==> config.mk <==
export PLATFORM = sky130hd
export DESIGN_NAME = packet_spi_tx
export DESIGN_NICKNAME = d
export VERILOG_FILES = /design/src/rtl/packet_spi_tx_pkg.sv /design/src/rtl/spi_clk_gen.sv /design/src/rtl/packet_spi_tx.sv
export SDC_FILE = /design/constraint.sdc
export NUM_CORES = 1
export LEC_CHECK = 0
export BUFFER_PORTS_ARGS = -buffer_cell sky130_fd_sc_hd__buf_2
export CAP_MARGIN = 10
export CELL_PAD_IN_SITES_DETAIL_PLACEMENT = 1
export CELL_PAD_IN_SITES_GLOBAL_PLACEMENT = 1
export CORE_UTILIZATION = 47
export CTS_BUF_LIST = sky130_fd_sc_hd__clkbuf_2 sky130_fd_sc_hd__clkbuf_4 sky130_fd_sc_hd__clkbuf_8
export CTS_CLUSTER_DIAMETER = 200
export DETAILED_ROUTE_END_ITERATION = 7
export PLACE_DENSITY = 0.86
export SKIP_LAST_GASP = 1
export SYNTH_ARGS = -nofsm -noshare
export SYNTH_HDL_FRONTEND = slang
export SYNTH_SLANG_ARGS = --single-unit
export TNS_END_PERCENT = 100
==> constraint.sdc <==
create_clock -name clock -period 4 [get_ports clock]
set_input_delay 0.2 -clock clock [delete_from_list [all_inputs] [get_ports clock]]
set_output_delay 0.2 -clock clock [all_outputs]
set_load 0.05 [all_outputs]
==> src/rtl/packet_spi_tx_pkg.sv <==
// Shared definitions for the packet SPI transmitter.
//   state_t    : frame sequencer states
//   frame_bits : serial frame length for a given field width
//                (destination + data + checksum, checksum one bit wider)
package packet_spi_tx_pkg;

  typedef enum logic [2:0] {
    IDLE,
    LEAD,
    SHIFT,
    TRAIL,
    DONE
  } state_t;

  function automatic int unsigned frame_bits(input int unsigned size);
    return 3 * size + 1;
  endfunction

endpackage

==> src/rtl/spi_clk_gen.sv <==
// SCLK timing generator for the packet SPI transmitter.
// Counts CLK_DIV system clocks per SCLK half-period and flags the last
// cycle of each half with a one-cycle strobe.
//   clock     : system clock
//   reset     : synchronous, active-high
//   en        : advance the divider
//   clr       : restart at the beginning of a low half (wins over en)
//   rise_tick : last cycle of a low half; SCLK rises on the next edge
//   fall_tick : last cycle of a high half; SCLK falls on the next edge
module spi_clk_gen #(
  parameter int unsigned CLK_DIV = 4
) (
  input  logic clock,
  input  logic reset,
  input  logic en,
  input  logic clr,
  output logic rise_tick,
  output logic fall_tick
);

  localparam int unsigned CW = (CLK_DIV > 1) ? $clog2(CLK_DIV) : 1;
  localparam logic [CW-1:0] LAST = CW'(CLK_DIV - 1);

  logic [CW-1:0] count;
  logic          phase;   // 0: low half, 1: high half
  logic          wrap;

  always_comb begin
    wrap      = en && (count == LAST);
    rise_tick = wrap && !phase;
    fall_tick = wrap && phase;
  end

  always_ff @(posedge clock) begin
    if (reset || clr) begin
      count <= '0;
      phase <= 1'b0;
    end else if (en) begin
      if (count == LAST) begin
        count <= '0;
        phase <= ~phase;
      end else begin
        count <= count + 1'b1;
      end
    end
  end

endmodule

==> src/rtl/packet_spi_tx.sv <==
// Serialising SPI master (mode 0, MSB first) for one router packet.
// Frame = {destination, data, checkSum}, sent under csN with CLK_DIV setup
// before the first SCLK rise and CLK_DIV hold after the last fall.
//   clock, reset : system clock, synchronous active-high reset
//   start        : send request, accepted while busy is low (incl. DONE)
//   destination, data, checkSum : packet fields, captured on accepted start
//   busy         : frame in progress (LEAD/SHIFT/TRAIL)
//   done         : one-cycle pulse after csN returns high
//   sclk, mosi, csN : SPI pins
module packet_spi_tx
  import packet_spi_tx_pkg::*;
#(
  parameter int unsigned SIZE    = 8,
  parameter int unsigned CLK_DIV = 4
) (
  input  logic            clock,
  input  logic            reset,
  input  logic            start,
  input  logic [SIZE-1:0] destination,
  input  logic [SIZE-1:0] data,
  input  logic [SIZE:0]   checkSum,
  output logic            busy,
  output logic            done,
  output logic            sclk,
  output logic            mosi,
  output logic            csN
);

  localparam int unsigned FRAME_BITS = frame_bits(SIZE);
  localparam int unsigned BW = (FRAME_BITS > 1) ? $clog2(FRAME_BITS) : 1;
  localparam logic [BW-1:0] LAST_BIT = BW'(FRAME_BITS - 1);

  state_t                state;
  state_t                state_next;
  logic [FRAME_BITS-1:0] shreg;
  logic [BW-1:0]         bit_cnt;
  logic                  sclk_q;

  logic div_en;
  logic div_clr;
  logic rise_tick;
  logic fall_tick;
  logic load;
  logic shift;
  logic bit_step;
  logic last_bit;
  logic sclk_set;

  spi_clk_gen #(
    .CLK_DIV(CLK_DIV)
  ) u_clk_gen (
    .clock    (clock),
    .reset    (reset),
    .en       (div_en),
    .clr      (div_clr),
    .rise_tick(rise_tick),
    .fall_tick(fall_tick)
  );

  always_ff @(posedge clock) begin
    if (reset) begin
      state <= IDLE;
    end else begin
      state <= state_next;
    end
  end

  // LEAD and TRAIL reuse the divider's low-half strobe as their CLK_DIV
  // cycle timer; the divider is cleared leaving LEAD so SHIFT starts on a
  // fresh low half. SHIFT ends on a fall, which already leaves it at the
  // start of a low half for TRAIL.
  always_comb begin
    state_next = state;
    div_en     = 1'b0;
    div_clr    = 1'b0;
    load       = 1'b0;
    shift      = 1'b0;
    bit_step   = 1'b0;
    sclk_set   = 1'b0;
    busy       = 1'b0;
    done       = 1'b0;
    csN        = 1'b1;
    last_bit   = (bit_cnt == LAST_BIT);
    unique case (state)
      IDLE: begin
        div_clr = 1'b1;
        if (start) begin
          load       = 1'b1;
          state_next = LEAD;
        end
      end
      LEAD: begin
        busy   = 1'b1;
        csN    = 1'b0;
        div_en = 1'b1;
        if (rise_tick) begin
          div_clr    = 1'b1;
          state_next = SHIFT;
        end
      end
      SHIFT: begin
        busy     = 1'b1;
        csN      = 1'b0;
        div_en   = 1'b1;
        sclk_set = rise_tick;
        if (fall_tick) begin
          bit_step = 1'b1;
          // The last bit is left on mosi through TRAIL.
          if (last_bit) begin
            state_next = TRAIL;
          end else begin
            shift = 1'b1;
          end
        end
      end
      TRAIL: begin
        busy   = 1'b1;
        csN    = 1'b0;
        div_en = 1'b1;
        if (rise_tick) begin
          state_next = DONE;
        end
      end
      DONE: begin
        done    = 1'b1;
        div_clr = 1'b1;
        if (start) begin
          load       = 1'b1;
          state_next = LEAD;
        end else begin
          state_next = IDLE;
        end
      end
      default: begin
        state_next = IDLE;
      end
    endcase
  end

  always_ff @(posedge clock) begin
    if (reset) begin
      shreg   <= '0;
      bit_cnt <= '0;
      sclk_q  <= 1'b0;
    end else if (load) begin
      shreg   <= {destination, data, checkSum};
      bit_cnt <= '0;
      sclk_q  <= 1'b0;
    end else begin
      if (shift) begin
        shreg <= {shreg[FRAME_BITS-2:0], 1'b0};
      end
      if (bit_step) begin
        bit_cnt <= last_bit ? '0 : bit_cnt + 1'b1;
      end
      if (sclk_set) begin
        sclk_q <= 1'b1;
      end else if (fall_tick) begin
        sclk_q <= 1'b0;
      end
    end
  end

  assign sclk = sclk_q;
  assign mosi = shreg[FRAME_BITS-1];

endmodule

==> results of run 1 <==
power breakdown:
group          leakage (nW)  internal, W  total, W  switching, W
clock network        0.0619     0.000210  0.000335      0.000125
logic                 0.463    0.0000566  0.000138     0.0000811
registers             0.304     0.000393  0.000407     0.0000143
total                 0.828     0.000659  0.000880      0.000221
sequential cells by signal, summed over array words and instances, names as in the netlist:
| register | count |
|---|---|
| bit_cnt | 5 |
| sclk | 1 |
| shreg | 25 |
| state | 3 |
| u_clk_gen.count | 2 |
| u_clk_gen.phase | 1 |
layout by cell type, fill, tap and decap left out, types with 2 or more instances in the layout:
cell      Yosys  layout
nor2_1       27      27
nand2b_1      2       2
xnor2_1       2       2
nand2_1       8       8
nand3b_1      2       2
a211oi_1      5       5
ha_1          3       3
a21oi_1       8       8
inv_1         7       7
a41oi_1       2       2
dfxtp_1      37      37
nor3_1        3       3
mux2i_1      24      24
o21ai_0       4       4
buf_2         4      32
clkbuf_8      0       6
a211oi_2     20      20
nand3_1       3       3
nor2b_1       2       2
synth_stat cells:
cell type,n
nor3_1,3
nand2_1,8
o2111ai_1,1
buf_6,3
nor2_1,27
and3_1,1
nor3b_2,2
o21ba_2,1
nand4b_1,1
mux2i_1,24
buf_4,1
nand2b_1,2
nand3_1,3
a211oi_1,5
nand3b_1,2
a41oi_1,2
buf_2,4
or2_2,1
a21boi_0,1
a2bb2oi_1,1
nor2b_1,2
ha_1,3
a21oi_1,8
inv_1,7
o21ai_0,4
nor4_1,1
a311oi_1,1
dfxtp_1,37
and3b_1,1
and2_1,1
or2_1,1
a211oi_2,20
xnor2_1,2
a41o_1,1
clkbuf_1,4
logic make-up after synthesis:
| family | count (synthesis) | synth area share (%) |
|---|---|---|
| simple gates | 56 | 15.0 |
| compound gates | 45 | 22.9 |
| mux | 24 | 13.1 |
| xor+xnor | 2 | 0.956 |
| fa+ha+maj | 3 | 2.05 |
| flops | 37 | 40.4 |
| buf+inv | 19 | 5.60 |
tightest hold or removal path, delay by kind of cell:
kind	cells	cell delay [ns]
buf+inv	1	0.09
simple gates	1	0.07
compound gates	1	0.06
cell type report:
cell class,count,area (um2)
Clock buffer,7,90.1
Clock inverter,1,30.0
Fill cell,431,1580
Inverter,7,26.3
Multi-Input combinational cell,130,997
Sequential cell,37,741
Tap cell,48,60.1
Timing Repair Buffer,33,168
through the flow:
step           std cells  hold WS (ns)  setup slack [ns]
5_1_grt              263         0.160              1.58
2_1_floorplan        186         0.343              2.44
3_3_place_gp         255         0.448              1.91
6_report             263         0.176              1.78
3_5_place_dp         255         0.463              1.71
4_1_cts              263         0.165              1.70
routing by layer:
metal  up-vias  global-route usage [%]  wire length [um]
met5         -                       0                 0
met1       711                    22.0              1640
met4         0                    7.50                68
met2        32                    40.3              2190
li1        721                       -                 -
met3        11                    6.16               157
worst paths after layout:
kind,to,slack [ns],cells past startpoint
setup / recovery,shreg[21],1.78,5
hold / removal,shreg[0],0.18,3
setup reg to reg,shreg[21],1.78,5
hold reg to reg,u_clk_gen.count[1],0.49,2
==> out/metrics.csv, run 1 <==
metric,value,unit
clk sink count,37,
first-pass GRT wire length,6820,um
Antenna diodes,0,
Routed WL per cell,15.4,um
Worst Hold Class,input pin to flop,
GR Overflow Total,0,
CP top delay family,compound AO/OA/AOI/OAI gates,
"Min Clock Period, post-route",2.22,ns
die outline height,64.5,um
synth unique cells,35,
Crit-path slowest cell,a41o_2,
dpl cell area,1990,um2
Post-Route WL,4060,um
total power,0.000880,W
IO Count,33,
root buffer cell,clkbuf_8,
headroom to the max-slew limit,37.7,%
PortBufs,32,
routed vias,1475,
clock buffer depth,2,
Worst Skew,0.00707,ns
die width,64.5,um
crit path capture type,flop,
Fmax,450,MHz
MaxCap Viol Count,0,
PwrDens,417,nW/um2
Synth warnings,0,
Post-Syn Instances,186,
core box area,3690,um2
hpwl dp,2880,um
post-synth top area share,40.4,%
Worst Path Required,4.21,ns
Avg Inst Size Synth,9.85,um2
Critical Path Start Type,flop,
cts hold-fix bufs,0,
CTS tree,done,
"Period Utilization, post-route",55.5,%
CP max FO,48,
fin util,57.3,%
total global-route track usage,21.3,%
DRC errors left,0,
largest net degree at the start of global routing,49,
PostCTS Resize Cnt,0,
setup TNS,0,ns
die area,4150,um2
post-route design area,2110,um2
hold_sp,checkSum[0],
number of H-tree levels,2,
post-route ant nets,0,
"Buf+Inv Stages, Crit Path",1,
status,finished clean,
clock-pin slew on the worst setup and hold paths,0.07,ns
"Critical Path, Cell by Cell","nor3b_4, buf_4, a41o_2, nor2_1, a211oi_2",
share of cells above drive strength 1,30.7,%
latest clock arrival within the worst-skew pair,0.28,ns
sequential area share after synthesis,40.4,%
CTS buffer count,5,
CP Data Arrival Time,2.43,ns
top cell type by total area after synthesis,dfxtp_1,
Synth Register Bits,37,
max-slew violations,0,
# nets final,245,
CP max stage delay,0.80,ns
endpoints failing hold,0,
TritonRoute pass-1 iters,4,
Post-CTS Setup Bufs,0,
Area Overhead vs Synth,15.2,%
Syn Nets,217,
drt via density,5.61,
GP Congestion,0.723,
site row count,22,
DRT iter0 DRCs,53,
RSZ-0062 raised after global routing,no,
worst-margin pin slew,0.934,ns
Synth area leaders,"dfxtp_1 40%, a211oi_2 14%, mux2i_1 13%, nor2_1 5.5%, a21oi_1 2.2%",
post-synthesis cell area,1830,um2
worst reg2reg startpoint,state[1],
Initial Util,49.7,%
Leakage,0.828,nW
crit path launch,state[1],
initial antenna violation count,0,
peak supply drop,272,uV
number of global-route vias before repair,1567,
WS Path Type,flop to flop,
Final setup viols,0,
(Power assumes the default switching activity.)
==> run 2: changes to the inputs <==
CORE_UTILIZATION = 44   (was 47)
PLACE_DENSITY = 0.81   (was 0.86)
clock period = 2.3 ns   (was 4 ns; I/O delays follow)
==> out/metrics.csv, run 2 (synthesis gave the netlist of run 1 again) <==
metric,value,unit,change
largest registers,"shreg x25, bit_cnt x5, state x3",,
die outline height,66.5,um,+3.3%
max-slew violations,0,,unchanged
CTS tree,done,,
Largest register FFs,25,,unchanged
Worst Path Required,2.52,ns,-1.69 ns
worst setup path endpoint,shreg[13],,
Post-CTS Setup Bufs,0,,unchanged
# nets final,247,,+0.82%
PwrDens,723,nW/um2,+74%
GP Congestion,0.752,,+4.0%
CP Data Arrival Time,2.14,ns,-0.29 ns
setup slack after layout,0.381,ns,-1.40 ns
status,finished clean,,
Post-Route WL,3980,um,-2.1%
root buffer cell,clkbuf_8,,
clk sink count,37,,unchanged
die width,66.5,um,+3.3%
PostCTS Resize Cnt,0,,unchanged
CP max FO,36,,-25%
number of global-route vias before repair,1481,,-5.5%
crit path launch,bit_cnt[0],,
Leakage,0.838,nW,+1.1%
crit path capture type,flop,,
DRC errors left,0,,unchanged
WS Path Type,flop to flop,,
Fmax,521,MHz,+16%
share of cells above drive strength 1,31.3,%,+0.64 points
routed vias,1445,,-2.0%
PortBufs,32,,unchanged
Routed WL per cell,14.9,um,-3.6%
Hold Path Cell Cnt,3,,unchanged
MaxCap Viol Count,0,,unchanged
Initial Util,45.8,%,-3.9 points
setup TNS,0,ns,unchanged
R2R setup slack,0.38,ns,-1.40 ns
DRT iter0 DRCs,53,,unchanged
headroom to the max-slew limit,72.1,%,+34 points
GR Overflow Total,0,,unchanged
Crit-path slowest cell,a41o_2,,
Final setup viols,0,,unchanged
first-pass GRT wire length,6740,um,-1.1%
total global-route track usage,20.5,%,-0.78 points
pre-CTS setup slack,0.402,ns,-1.31 ns
latest clock arrival within the worst-skew pair,0.30,ns,+0.02 ns
number of H-tree levels,2,,unchanged
Area Overhead vs Synth,16.9,%,
site row count,23,,+4.5%
largest net degree at the start of global routing,37,,-24%
post-route ant nets,0,,unchanged
Worst Skew,0.0105,ns,+0.00342 ns
Top reg by flops,shreg,,
RSZ-0062 raised after global routing,no,,
"Min Clock Period, post-route",1.92,ns,-0.302 ns
drt via density,5.41,,-3.5%
CTS buffer count,5,,unchanged
# fillers,460,,+6.7%
clock buffer depth,2,,unchanged
endpoints failing hold,0,,unchanged
CP max stage delay,0.42,ns,-0.38 ns
initial antenna violation count,0,,unchanged
Antenna diodes,0,,unchanged
hpwl dp,2830,um,-1.8%
cts hold-fix bufs,0,,unchanged
clock-pin slew on the worst setup and hold paths,0.08,ns,about the same
"commonest non-fill, non-tap cell in the layout",dfxtp_1,,
"Critical Path, Cell by Cell","inv_1, ha_1, nand4b_1, a41o_2, buf_12, nor2_1, a211oi_2",,
"Period Utilization, post-route",83.4,%,+28 points
capturing point of the worst reg2reg path,shreg[13],,
"commonest cells after routing, fill and taps aside","37 x dfxtp_1, 32 x buf_2, 27 x nor2_1",,
Worst Hold Class,input pin to flop,,
TritonRoute pass-1 iters,4,,unchanged
IO Count,33,,unchanged
worst reg2reg startpoint,bit_cnt[0],,
core box area,4000,um2,+8.4%
die area,4430,um2,+6.6%
total power,0.00155,W,+76%
Critical Path Start Type,flop,,
worst-margin pin slew,0.418,ns,-0.516 ns
peak supply drop,372,uV,+37%
r2r worst-path depth,7,,+2
-- run 2: cell types whose count changed in the layout (fill, tap and decap cells not counted) --
cell	change
buf_12	+1
clkbuf_4	-1
clkinvlp_4	+1
buf_4	+1
-- run 2: how the worst min path moves through the flow --
stage / from / end / slack, ns
after global routing: checkSum[1] / shreg[1] / 0.11
after CTS: checkSum[0] / shreg[0] / 0.07
after global placement: checkSum[0] / shreg[0] / 0.36
after detailed placement: checkSum[0] / shreg[0] / 0.38
final: checkSum[0] / shreg[0] / 0.07
after floorplan: checkSum[0] / shreg[0] / 0.26
-- run 2: where the power goes --
part | internal (W) | switching, W
Sequential | 0.000682 | 0.0000237
Combinational | 0.000104 | 0.000139
Clock | 0.000353 | 0.000248
-- run 2: critical path, delay by kind of cell, from the launching register on --
kind / cells / cell delay [ns]
simple gates: 2 / 0.28
flops: 1 / 0.39
buf+inv: 2 / 0.33
fa+ha+maj: 1 / 0.21
compound gates: 2 / 0.62
-- run 2: final cells by class --
| cell class | instances | area, um2 | share of cell area [%] |
|---|---|---|---|
| multi-input cells | 130 | 997 | 46.6 |
| inverters | 7 | 26.3 | 1.23 |
| well taps | 50 | 62.6 | 2.92 |
| clock buffers | 6 | 82.6 | 3.86 |
| flip-flops and latches | 37 | 741 | 34.6 |
| repair buffers | 35 | 195 | 9.11 |
| clock inverters | 2 | 37.5 | 1.75 |
-- run 2: through the flow --
step / std cells / hold slack (ns) / util [%] / area (um2)
after CTS: 267 / 0.0709 / 53.6 / 2140
after floorplan: 186 / 0.258 / - / 1830
after global routing: 267 / 0.110 / 53.6 / 2140
final: 267 / 0.0669 / 53.6 / 2140
after detailed placement: 259 / 0.382 / 50.5 / 2020
after global placement: 259 / 0.363 / 50.5 / 2020
-- run 2: metal layers --
metal | track usage [%] | share of wire [%] | vias to the layer above
met4 | 9.84 | 1.7 | 0
met5 | 0 | 0 | -
met1 | 23.2 | 43 | 684
met3 | 5.82 | 3.9 | 7
li1 | - | - | 728
met2 | 35.0 | 51 | 26
==> run 3: changes to the inputs <==
ABC_AREA = 1   (was default)
CORE_UTILIZATION = 38   (was 44)
PLACE_DENSITY = 0.78   (was 0.81)
clock period = 1.6 ns   (was 2.3 ns; I/O delays follow)
==> out/metrics.csv, run 3 <==
metric,value,unit,change
status,finished clean,,
site row count,26,,+13%
Post-Syn Instances,284,,+53%
routed vias,1940,,+34%
synth unique cells,24,,-31%
IO Count,33,,unchanged
sequential area share after synthesis,36.5,%,-4.0 points
clock-pin slew on the worst setup and hold paths,0.07,ns,about the same
"commonest non-fill, non-tap cell in the layout",nand2_1,,
"Period Utilization, post-route",98.3,%,+15 points
clock buffer depth,2,,unchanged
Worst Hold End,shreg[0],,
top cell type by total area after synthesis,dfxtp_1,,
post-route ant nets,0,,unchanged
Syn Nets,315,,+45%
peak supply drop,493,uV,+32%
CTS buffer count,5,,unchanged
Worst Skew,0.00645,ns,-0.00404 ns
max-slew violations,0,,unchanged
Routed WL per cell,13.2,um,-12%
total global-route track usage,18.4,%,-2.1 points
pre-CTS setup slack,0.0164,ns,-0.386 ns
R2R setup slack,0.03,ns,-0.35 ns
CP max FO,7,,-81%
PwrDens,1320,nW/um2,+83%
Area Overhead vs Synth,25.2,%,
Most used DFF post-synth,dfxtp_1,,
"Buf+Inv Stages, Crit Path",4,,+2
DRT iter0 DRCs,60,,+13%
latest clock arrival within the worst-skew pair,0.29,ns,about the same
Initial Util,39.5,%,-6.3 points
largest registers,"shreg x25, bit_cnt x5, state x3",,
number of H-tree levels,2,,unchanged
root buffer cell,clkbuf_8,,
Top reg by flops,shreg,,
first-pass GRT wire length,7950,um,+18%
die area,5640,um2,+27%
post-synthesis cell area,2030,um2,+11%
Leakage,1.05,nW,+26%
most common cell in the synthesized netlist,nand2_1,,
Fmax,636,MHz,+22%
initial antenna violation count,0,,unchanged
TritonRoute pass-1 iters,4,,unchanged
Post-synth ARST share,0,%,unchanged
CP max stage delay,0.34,ns,-0.08 ns
capturing point of the worst reg2reg path,shreg[20],,
worst reg2reg startpoint,bit_cnt[0],,
CP Data Arrival Time,1.79,ns,-0.35 ns
headroom to the max-slew limit,73.4,%,+1.3 points
Synth top cells by count,"98 x nand2_1, 37 x dfxtp_1, 31 x nand3_1",,
core box area,5140,um2,+28%
die outline height,75.1,um,+13%
Worst Hold Class,input pin to flop,,
"commonest cells after routing, fill and taps aside","97 x nand2_1, 34 x dfxtp_1, 32 x buf_2",,
hpwl dp,3250,um,+15%
GR Overflow Total,0,,unchanged
Avg Inst Size Synth,7.15,um2,-27%
r2r worst-path depth,10,,+3
MaxCap Viol Count,0,,unchanged
setup slack after layout,0.0279,ns,-0.353 ns
Hold WS,0.0528,ns,-0.0141 ns
PortBufs,32,,unchanged
Synth area leaders,"dfxtp_1 36%, nand2_1 18%, a21oi_2 8.6%, nand3_1 7.6%, nand2_2 6.5%",,
number of global-route vias before repair,1726,,+17%
Post-Route WL,5220,um,+31%
CTS tree,done,,
"Critical Path, Cell by Cell","inv_2, ha_4, nand2_2, nor2_2, inv_2, nand4_4, buf_6, clkbuf_16, nand3_1, a21oi_2",,
Final setup viols,0,,unchanged
GP Congestion,0.879,,+17%
drt via density,4.90,,-9.5%
RSZ-0062 raised after global routing,yes,,
"EDFF count, synth",0,,unchanged
WS Path Type,flop to flop,,
DRC errors left,0,,unchanged
Antenna diodes,0,,unchanged
largest net degree at the start of global routing,38,,+2.7%
Synth Register Bits,37,,unchanged
dpl cell area,2270,um2,+12%
Worst Path Required,1.82,ns,-0.70 ns
crit path capture type,flop,,
endpoints failing hold,0,,unchanged
share of cells above drive strength 1,37.4,%,+6.1 points
CP dominant cell by count,inv_2,,
"Min Clock Period, post-route",1.57,ns,-0.347 ns
post-synth top area share,36.5,%,-4.0 points
Crit-path slowest cell,dfxtp_2,,
worst-margin pin slew,0.399,ns,-0.0191 ns
# nets final,356,,+44%
Largest register FFs,25,,unchanged
Synth warnings,0,,unchanged
CP top delay family,buffers and inverters,,
post-route design area,2540,um2,+19%
hold_sp,checkSum[0],,
die width,75.1,um,+13%
Hold Path Cell Cnt,3,,unchanged
clk sink count,37,,unchanged
Critical Path Start Type,flop,,
## run 3: per-layer routing
metal	vias to the layer above	routed length (um)	global-route usage, %	share of wire [%]
li1	999	-	-	-
met1	914	2350	23.7	45
met2	20	2690	31.4	52
met3	7	113	3.61	2.2
met4	0	57	5.03	1.1
met5	-	0	0	0
## run 3: metrics by stage
step	TNS, ns	total power, W	util [%]	std cells
finish	0	0.00337	49.5	396
global route	-0.561	0.00362	49.5	396
CTS	0	0.00334	46.3	387
detailed placement	0	0.00258	44.1	379
global placement	0	0.00256	44.1	379
floorplan	0	0.00233	-	284
## run 3: tightest hold or removal path, cell delays in order
cell	delay [ns]
buf_2	0.09
nand2_1	0.06
a21oi_1	0.06
## run 3: cell families after synthesis
family / share of synthesized area (%)
buffers and inverters: 7.39
xor gates and xnor gates: 0.431
and+or+nand+nor: 40.7
AOI/OAI and AO/OA: 13.2
DFF: 36.5
adders and majority gates: 1.85
## run 3: worst max path at each step
stage,startpoint,to,slack (ns),cells past startpoint
after floorplan,state[1],u_clk_gen.count[0],0.04,7
after global placement,bit_cnt[0],shreg[17],0.11,9
after detailed placement,bit_cnt[0],shreg[9],0.02,9
after CTS,u_clk_gen.count[0],state[0],0.05,7
after global routing,bit_cnt[0],shreg[20],-0.07,10
final,bit_cnt[0],shreg[20],0.03,10
## run 3: area by class of cell
type	count	area [um2]
Inverter	14	55.1
Timing Repair Buffer	46	337
Tap cell	70	87.6
Clock buffer	7	96.3
Clock inverter	1	5.00
Multi-Input combinational cell	221	1220
Sequential cell	37	744
Fill cell	682	2590
## run 3: report_power, final
part / total, W / switching, W / leakage, nW / internal (W)
combinational: 0.00153 / 0.00106 / 0.696 / 0.000468
sequential: 0.00111 / 0.0000682 / 0.302 / 0.00104
clock: 0.000729 / 0.000340 / 0.0542 / 0.000390
total: 0.00337 / 0.00147 / 1.05 / 0.00190
## run 3: repair_timing
action / 4_1_cts / 5_1_grt
setup endpoints to repair: 22 / 34
buffers inserted: 0 / 4
pin swaps: 0 / 3
cloned: 0 / 5
hold buffers: 0 / 0
gates resized for setup: 1 / 18
